## src/rtl/uart_tx_arbiter_if.sv

```systemverilog
// rtl/uart_tx_arbiter_if.sv - requester and transmitter handshake bundle for uart_tx_arbiter
interface uart_tx_arbiter_if #(
    parameter int NUM_REQ = 4
);
    localparam int IDW = $clog2(NUM_REQ);

    logic [NUM_REQ-1:0]   req_valid;
    logic [8*NUM_REQ-1:0] req_data;
    logic [NUM_REQ-1:0]   req_ready;
    logic                 tx_data_avail;
    logic [7:0]           tx_data_byte;
    logic                 tx_active;
    logic                 tx_done;
    logic                 busy;
    logic [IDW-1:0]       grant_id;

    modport master (
        input  req_valid, req_data, tx_active, tx_done,
        output req_ready, tx_data_avail, tx_data_byte, busy, grant_id
    );

    modport slave (
        output req_valid, req_data, tx_active, tx_done,
        input  req_ready, tx_data_avail, tx_data_byte, busy, grant_id
    );
endinterface

```

## src/rtl/uart_tx_arbiter.sv

```systemverilog
// rtl/uart_tx_arbiter.sv - round-robin arbiter sharing one 8N1 UART transmitter
// Define UART_TX_TAG_EN to precede every data byte with a tag byte {4'hA, grant index}.
module uart_tx_arbiter #(
    parameter int NUM_REQ = 4
) (
    input logic               clk,
    input logic               rst_n,
    uart_tx_arbiter_if.master bus
);
    localparam int IDW = $clog2(NUM_REQ);
    localparam int CW  = IDW + 1;

`ifdef UART_TX_TAG_EN
    typedef enum logic [2:0] {ARB, ISSUE, WAIT_ACT, WAIT_DONE, ISSUE_TAG, WAIT_TAG} state_t;
`else
    typedef enum logic [1:0] {ARB, ISSUE, WAIT_ACT, WAIT_DONE} state_t;
`endif

    state_t               state;
    state_t               state_nxt;
    logic [IDW-1:0]       rr_ptr;
    logic [IDW-1:0]       ptr_next;
    logic [IDW-1:0]       grant_r;
    logic [7:0]           byte_r;
    logic [NUM_REQ-1:0]   grant_onehot;
    logic [7:0]           req_bytes [NUM_REQ];
    logic                 win_found;
    logic [IDW-1:0]       win_idx;
    logic [CW-1:0]        cand;
`ifdef UART_TX_TAG_EN
    logic [7:0]           hold_r;
`endif

    for (genvar i = 0; i < NUM_REQ; i++) begin : g_req
        assign req_bytes[i]    = bus.req_data[8*i +: 8];
        assign grant_onehot[i] = (grant_r == IDW'(i));
    end

    assign ptr_next         = (grant_r == IDW'(NUM_REQ - 1)) ? '0 : grant_r + IDW'(1);
    assign bus.busy         = (state != ARB);
    assign bus.grant_id     = grant_r;
    assign bus.tx_data_byte = byte_r;

    // Rotating search from the pointer; the modulo wrap handles non power-of-two counts.
    always_comb begin
        win_found = 1'b0;
        win_idx   = '0;
        cand      = '0;
        for (int k = 0; k < NUM_REQ; k++) begin
            cand = CW'(rr_ptr) + CW'(k);
            if (cand >= CW'(NUM_REQ)) begin
                cand = cand - CW'(NUM_REQ);
            end
            if (!win_found && bus.req_valid[cand[IDW-1:0]]) begin
                win_found = 1'b1;
                win_idx   = cand[IDW-1:0];
            end
        end
    end

    always_ff @(posedge clk or negedge rst_n) begin
        if (!rst_n) begin
            state <= ARB;
        end else begin
            state <= state_nxt;
        end
    end

    always_comb begin
        state_nxt         = state;
        bus.tx_data_avail = 1'b0;
        bus.req_ready     = '0;
        case (state)
            ARB: begin
                if (win_found) begin
`ifdef UART_TX_TAG_EN
                    state_nxt = ISSUE_TAG;
`else
                    state_nxt = ISSUE;
`endif
                end
            end
`ifdef UART_TX_TAG_EN
            ISSUE_TAG: begin
                bus.tx_data_avail = 1'b1;
                bus.req_ready     = grant_onehot;
                state_nxt         = WAIT_TAG;
            end
            WAIT_TAG: begin
                if (bus.tx_done) begin
                    state_nxt = ISSUE;
                end
            end
            ISSUE: begin
                bus.tx_data_avail = 1'b1;
                state_nxt         = WAIT_ACT;
            end
`else
            ISSUE: begin
                bus.tx_data_avail = 1'b1;
                bus.req_ready     = grant_onehot;
                state_nxt         = WAIT_ACT;
            end
`endif
            // A done pulse without a prior active flag still closes the frame.
            WAIT_ACT: begin
                if (bus.tx_done) begin
                    state_nxt = ARB;
                end else if (bus.tx_active) begin
                    state_nxt = WAIT_DONE;
                end
            end
            WAIT_DONE: begin
                if (bus.tx_done) begin
                    state_nxt = ARB;
                end
            end
            default: state_nxt = ARB;
        endcase
    end

    always_ff @(posedge clk or negedge rst_n) begin
        if (!rst_n) begin
            rr_ptr  <= '0;
            grant_r <= '0;
            byte_r  <= 8'h00;
`ifdef UART_TX_TAG_EN
            hold_r  <= 8'h00;
`endif
        end else begin
            case (state)
                ARB: begin
                    if (win_found) begin
                        grant_r <= win_idx;
`ifdef UART_TX_TAG_EN
                        byte_r  <= {4'hA, 4'(win_idx)};
                        hold_r  <= req_bytes[win_idx];
`else
                        byte_r  <= req_bytes[win_idx];
`endif
                    end
                end
`ifdef UART_TX_TAG_EN
                ISSUE_TAG: rr_ptr <= ptr_next;
                WAIT_TAG: begin
                    if (bus.tx_done) begin
                        byte_r <= hold_r;
                    end
                end
`else
                ISSUE: rr_ptr <= ptr_next;
`endif
                default: ;
            endcase
        end
    end
endmodule

```

## src/flat_wrapper.sv

```systemverilog
// flat-port wrapper written by rule: the top's interface ports become plain ports
module uart_tx_arbiter_flat 
#(
    parameter int NUM_REQ = 4
)
  (clk, rst_n, bus_req_valid, bus_req_data, bus_tx_active, bus_tx_done, bus_req_ready, bus_tx_data_avail, bus_tx_data_byte, bus_busy, bus_grant_id);
  uart_tx_arbiter_if #(.NUM_REQ(NUM_REQ)) bus_i ();
  input logic clk;
  input logic rst_n;
  input wire logic [$bits(bus_i.req_valid)-1:0] bus_req_valid;
  input wire logic [$bits(bus_i.req_data)-1:0] bus_req_data;
  input wire logic [$bits(bus_i.tx_active)-1:0] bus_tx_active;
  input wire logic [$bits(bus_i.tx_done)-1:0] bus_tx_done;
  output wire logic [$bits(bus_i.req_ready)-1:0] bus_req_ready;
  output wire logic [$bits(bus_i.tx_data_avail)-1:0] bus_tx_data_avail;
  output wire logic [$bits(bus_i.tx_data_byte)-1:0] bus_tx_data_byte;
  output wire logic [$bits(bus_i.busy)-1:0] bus_busy;
  output wire logic [$bits(bus_i.grant_id)-1:0] bus_grant_id;
  assign bus_i.req_valid = bus_req_valid;
  assign bus_i.req_data = bus_req_data;
  assign bus_i.tx_active = bus_tx_active;
  assign bus_i.tx_done = bus_tx_done;
  assign bus_req_ready = bus_i.req_ready;
  assign bus_tx_data_avail = bus_i.tx_data_avail;
  assign bus_tx_data_byte = bus_i.tx_data_byte;
  assign bus_busy = bus_i.busy;
  assign bus_grant_id = bus_i.grant_id;
  uart_tx_arbiter #(.NUM_REQ(NUM_REQ)) u_core (.clk(clk), .rst_n(rst_n), .bus(bus_i));
endmodule
```

## config.mk

```make
export PLATFORM = sky130hd
export DESIGN_NAME = uart_tx_arbiter_flat
export DESIGN_NICKNAME = d
export VERILOG_FILES = /design/src/rtl/uart_tx_arbiter_if.sv /design/src/rtl/uart_tx_arbiter.sv /design/src/flat_wrapper.sv
export SDC_FILE = /design/constraint.sdc
export NUM_CORES = 1
export LEC_CHECK = 0
export CAP_MARGIN = 15
export CORE_MARGIN = 4
export CORE_UTILIZATION = 37
export DETAILED_ROUTE_END_ITERATION = 16
export GPL_TIMING_DRIVEN = 0
export PLACE_DENSITY = 0.85
export SLEW_MARGIN = 20
export SYNTH_ARGS = -nofsm -noshare
export SYNTH_HDL_FRONTEND = slang
export SYNTH_SLANG_ARGS = --single-unit
```

## constraint.sdc

```tcl
create_clock -name clk -period 2.1 [get_ports clk]
set_input_delay 0.21 -clock clk [delete_from_list [all_inputs] [get_ports clk]]
set_output_delay 0.21 -clock clk [all_outputs]
set_load 0.005 [all_outputs]
```

======== Word-level counts from Yosys, hierarchy flattened ========
Index checks and enable logic that the tools add are counted.
Widths: inputs -> output; s select.
word-level totals
  bits in latches ......................... 0
  memories ................................ 0
  output and inout bits ................... 16
  logic and storage cells ................. 73
  ROM bits ................................ 0
  register bits after elaboration ......... 14
  bits in writable memories ............... 0
  input port bits ......................... 40
cells by class
  magnitude comparators ................... 9
  divide/modulo/power cells ............... 0
  mux-type cells .......................... 31
  add/subtract/negate cells ............... 8
  equality and inequality tests ........... 9
  shift operators ......................... 0
  reductions and logical operators ........ 11
  $mul .................................... 0
  bitwise operators ....................... 1
operators with widths
  cell                 count
  $mux 2               13
  $bmux 8 s2           1
  $mux 8               2
  $ge 3x3->1 const B   4
  $lt 2x3->1 const B   4
  $mux 1               9
  $bmux 1 s2           4
  $eq 2x2->1 const B   4
  $pmux 2 s4           1
  $sub 2x1->2 const B  4
  $add 2x2->3 const B  2
  $eq 2x1->1 const B   2
  $logic_not 2->1      2
  $mux 4               1
  $add 2x1->3 const B  1
  $ge 2x3->1 const B   1
  $logic_and 1x1->1    3
  $logic_not 1->1      3
  $ne 3x3->1 const B   1
  $not 2->3            1
  $reduce_and 3->1     1
  $add 2x1->2 const B  1
  $ne 2x1->1 const B   1
  $ne 2x2->1 const B   1
  other kinds (2)      2

======== Logic depth before layout (Yosys ltp) ========
  word-level depth ........................ 18
  gate-level depth with buffers ........... 6
  mapped depth without buffers ............ 4

======== Least setup slack after synthesis ========
Ideal clock, no wire load.
  path kind ............................... register to register
  start point ............................. register u_core.rr_ptr[1]
  end point ............................... register u_core.byte_r[0], in the netlist u_core.bus.tx_data_byte[0]
  buffers on the path ..................... 2
  cell stages (with the launch flop) ...... 7
  arrival time ............................ 1.462 ns
  slack ................................... 0.490 ns
  cell sequence ........................... dfrtp_1 mux2_4 o221ai_2 buf_6 buf_12 mux2i_1 o221ai_1
on the way
  longest elaborated chain between the ends .. 18
ends and longest elaborated chain
  element                                               RTL line                RTL
  start: declaration                                    uart_tx_arbiter.sv:21   logic [IDW-1:0] rr_ptr;
  start signal: assignment                              uart_tx_arbiter.sv:151  ISSUE: rr_ptr <= ptr_next;
  branches (longest 18 deep; another with $add 2x1->3)  --
  end signal: assignment                                uart_tx_arbiter.sv:139  byte_r <= req_bytes[win_idx];
  end: declaration                                      uart_tx_arbiter.sv:24   logic [7:0] byte_r;
Parallel ways; which one is timed is not known. The select of a mux whose other input is x is not followed.
A chain may end at the register's enable or synchronous reset.

======== Worst setup path in the final report ========
  start point ............................. register u_core.state[1]
  end point ............................... output port bus_req_ready[1]
on the way
  longest elaborated chain between the ends .. 2
ends and longest elaborated chain
  element                   RTL line               RTL
  start: declaration        uart_tx_arbiter.sv:19  state_t state;
  start signal: assignment  uart_tx_arbiter.sv:65  state <= state_nxt;
  $eq 2x1->1                uart_tx_arbiter.sv:73  case (state)
  $mux 4                    uart_tx_arbiter.sv:73
  end: declaration          flat_wrapper.sv:14     output wire logic [$bits(bus_i.req_ready)-1:0] bus_req_ready;
Every way passes these cells.

==> results.sh <==
export IMPL_yosys_area_top_type="dfrtp_1"
export IMPL_worstSetupEndpointType="output port"
export IMPL_max_cap_violations=0
export IMPL_drive_gt1_share_pct=7.38
export IMPL_place_hpwl_mm=2.12
export IMPL_die_h_um=58.0
export IMPL_hold_viol=0
export IMPL_rsz0062_at_grt="no"
export IMPL_drt_first_pass_iters=4
export IMPL_n_antenna_cell=0
export IMPL_fin_crit_sh_pct=94.1
export IMPL_nets=194
export IMPL_p_leak_nw=0.683
export IMPL_dieArea_um2=3360
export IMPL_cts_max_level=1
export IMPL_final_util_pct=67.3
export IMPL_start_util_pct=40.2
export IMPL_cts_hold_buf=0
export IMPL_max_stage_delay_ps=520
export IMPL_fillers=197
export IMPL_synthFlopType="dfrtp_1"
export IMPL_path_delay_family="buffers and inverters"
export IMPL_port_buffers=55
export IMPL_fin_crit_ps=1980
export IMPL_cts_tree="done"
export IMPL_cp_slowest_cell="clkdlybuf4s50_1"
export IMPL_gp_congestion=0.755
export IMPL_cts_sinks=14
export IMPL_clk_pin_slew_ps=90
export IMPL_std_cell_rows=17
export IMPL_max_freq_mhz=506
export IMPL_clk_path_buf_depth=2
export IMPL_finalClockSkew_ps=1.06
export IMPL_worstSetupPathType="reg2out"
export IMPL_worstPathCellList="nor2b_1 > clkbuf_1 > and2_1 > clkdlybuf4s50_1"
export IMPL_crit_arrival_ps=1770
export IMPL_synth_edff_count=0
export IMPL_r2r_end="u_core.bus.tx_data_byte[2]"
export IMPL_drt_wl_total_mm=2.57
export IMPL_synth_area_um2=923
export IMPL_yosysTopAreaCellShare_pct=37.9
export IMPL_power_total_w=0.00168
export IMPL_grtUsageTotal_pct=16.0
export IMPL_yosys_register_bits=14
export IMPL_die_w_um=58.0
export IMPL_setup_tns_ps=0
export IMPL_timing_slew_headroom_pct=58.7
export IMPL_cp_start_kind="flip-flop"
export IMPL_core_area_um2=2300
export IMPL_synth_commonest_cells="mux2i_1 (16), dfrtp_1 (14), nand2_1 (11)"
export IMPL_vdd_drop_max_uv=656
export IMPL_status="completed"
export IMPL_antenna_found_initial=0
export IMPL_drv_slew=0
export IMPL_io_pins=56
export IMPL_grt_pass1_wl_mm=4.20
export IMPL_avgSynthCellArea_um2=10.3
export IMPL_syn2layout_area_growth_pct=67.3
export IMPL_synth_area_leaders="dfrtp_1 (38%), mux2i_1 (17%), o221ai_1 (7.6%)"
export IMPL_rrSetupSlack_ps=330
export IMPL_grt_pass1_vias=923
export IMPL_cts_buffers=3
export IMPL_r2r_start="u_core.rr_ptr[1]"
export IMPL_yosysMostFrequentCell="mux2i_1"
export IMPL_cp_buffers_inverters=2
export IMPL_design_area_um2=1550
export IMPL_drtIter0Drc=18
export IMPL_postCtsResizedCells=0
export IMPL_worst_slew_pin_slew_ps=618
export IMPL_post_cts_buffers=0
export IMPL_p_per_area_nw_per_um2=1090
export IMPL_cp_required_ps=1890
export IMPL_vias=872
export IMPL_yosys_warnings=0
export IMPL_reg2regPathDepth=6
export IMPL_ys_seq_area_share_pct=37.9
export IMPL_drtAntennaViolNets=0
export IMPL_clk_latency_ps=280
export IMPL_finalSetupViolations=0
export IMPL_drc_errors=0
export IMPL_synthDistinctLibCells=27
export IMPL_postPlaceCellArea_um2=1510
export IMPL_ctsRootBufferMaster="clkbuf_4"
export IMPL_cp_max_fo=7
export IMPL_async_flop_share_pct=100
export IMPL_grt_max_degree=15
export IMPL_avgViaCountPerCell=4.93
export IMPL_gr_total_overflow=0
export IMPL_synth_fp_nets=134
export IMPL_hold_path_class="in2async"
export IMPL_routedWlPerCell_um=14.5
export IMPL_synthCells=90
## metal layers
metal	vias to the layer above	GRT usage (%)	share of wire, %
li1	444	-	-
met1	394	19.4	40
met2	31	27.7	52
met3	3	4.68	7.5
met4	0	3.97	0.82
met5	-	0	0
## state kept, by name (all words and copies together) (netlist names)
| register | flops |
|---|---|
| u_core.bus.grant_id | 2 |
| u_core.state | 2 |
| u_core.rr_ptr | 2 |
| u_core.bus.tx_data_byte | 8 |
## worst max-delay path by stage
stage | from | endpoint | slack [ps] | cells past startpoint
detailed placement | bus_req_valid[0] | u_core.bus.tx_data_byte[2] | 50 | 7
global placement | bus_req_valid[0] | u_core.bus.tx_data_byte[6] | 90 | 7
finish | u_core.state[1] | bus_req_ready[1] | 120 | 4
floorplan | u_core.rr_ptr[1] | u_core.bus.tx_data_byte[0] | 490 | 6
global route | u_core.state[1] | bus_req_ready[3] | 50 | 4
CTS | u_core.state[1] | bus_req_ready[1] | 120 | 4
## kinds of logic after synthesis
logic type                 after synthesis  share of synthesized area [%]
and+or+nand+nor                         25                           13.6
muxes                                   19                           21.4
AOI/OAI and AO/OA                       17                           14.5
DFF                                     14                           37.9
buffers and inverters                   11                           7.18
adders and majority gates                4                           5.42
## power breakdown
part / internal [W] / switching [W]
registers: 0.000405 / 0.000114
clock network: 0.000106 / 0.0000906
logic: 0.000568 / 0.000393
total: 0.00108 / 0.000598
## worst register-to-register path, cell delays in order (launching register included)
cell and delay [ps]:
dfrtp_1 440, mux2_4 320, o221ai_2 180, buf_6 190, buf_12 150, mux2i_1 190, o221ai_1 140
## metrics by stage
stage,hold WS (ps),setup slack (ps),cells
after global placement,475,92.0,173
after CTS,330,121,177
after floorplan,-85.6,490,90
after detailed placement,478,48.3,173
after global routing,347,51.3,177
final,308,123,177
## final cells by class
cell class	count	area, um^2	share of cell area [%]
Sequential cell	14	350	22.7
Buffer	5	43.8	2.83
Multi-Input combinational cell	65	507	32.8
Clock buffer	4	36.3	2.35
Tap cell	28	35.0	2.27
Timing Repair Buffer	55	551	35.6
Inverter	6	22.5	1.46
## placed cells by master (no fill, tap or decap), types with 2 or more instances in the layout
master           count
clkbuf_1             2
nor2_1               2
dfrtp_1             14
nor2b_1              2
nand2_1             11
nand2b_1             2
inv_1                6
ha_1                 4
clkdlybuf4s50_1     55
o21ai_0              2
mux2_2               2
clkbuf_4             3
a21oi_1              2
o221ai_1             8
and2_1               4
mux2i_1             16
No activity file was read; power rests on OpenSTA's default activity.
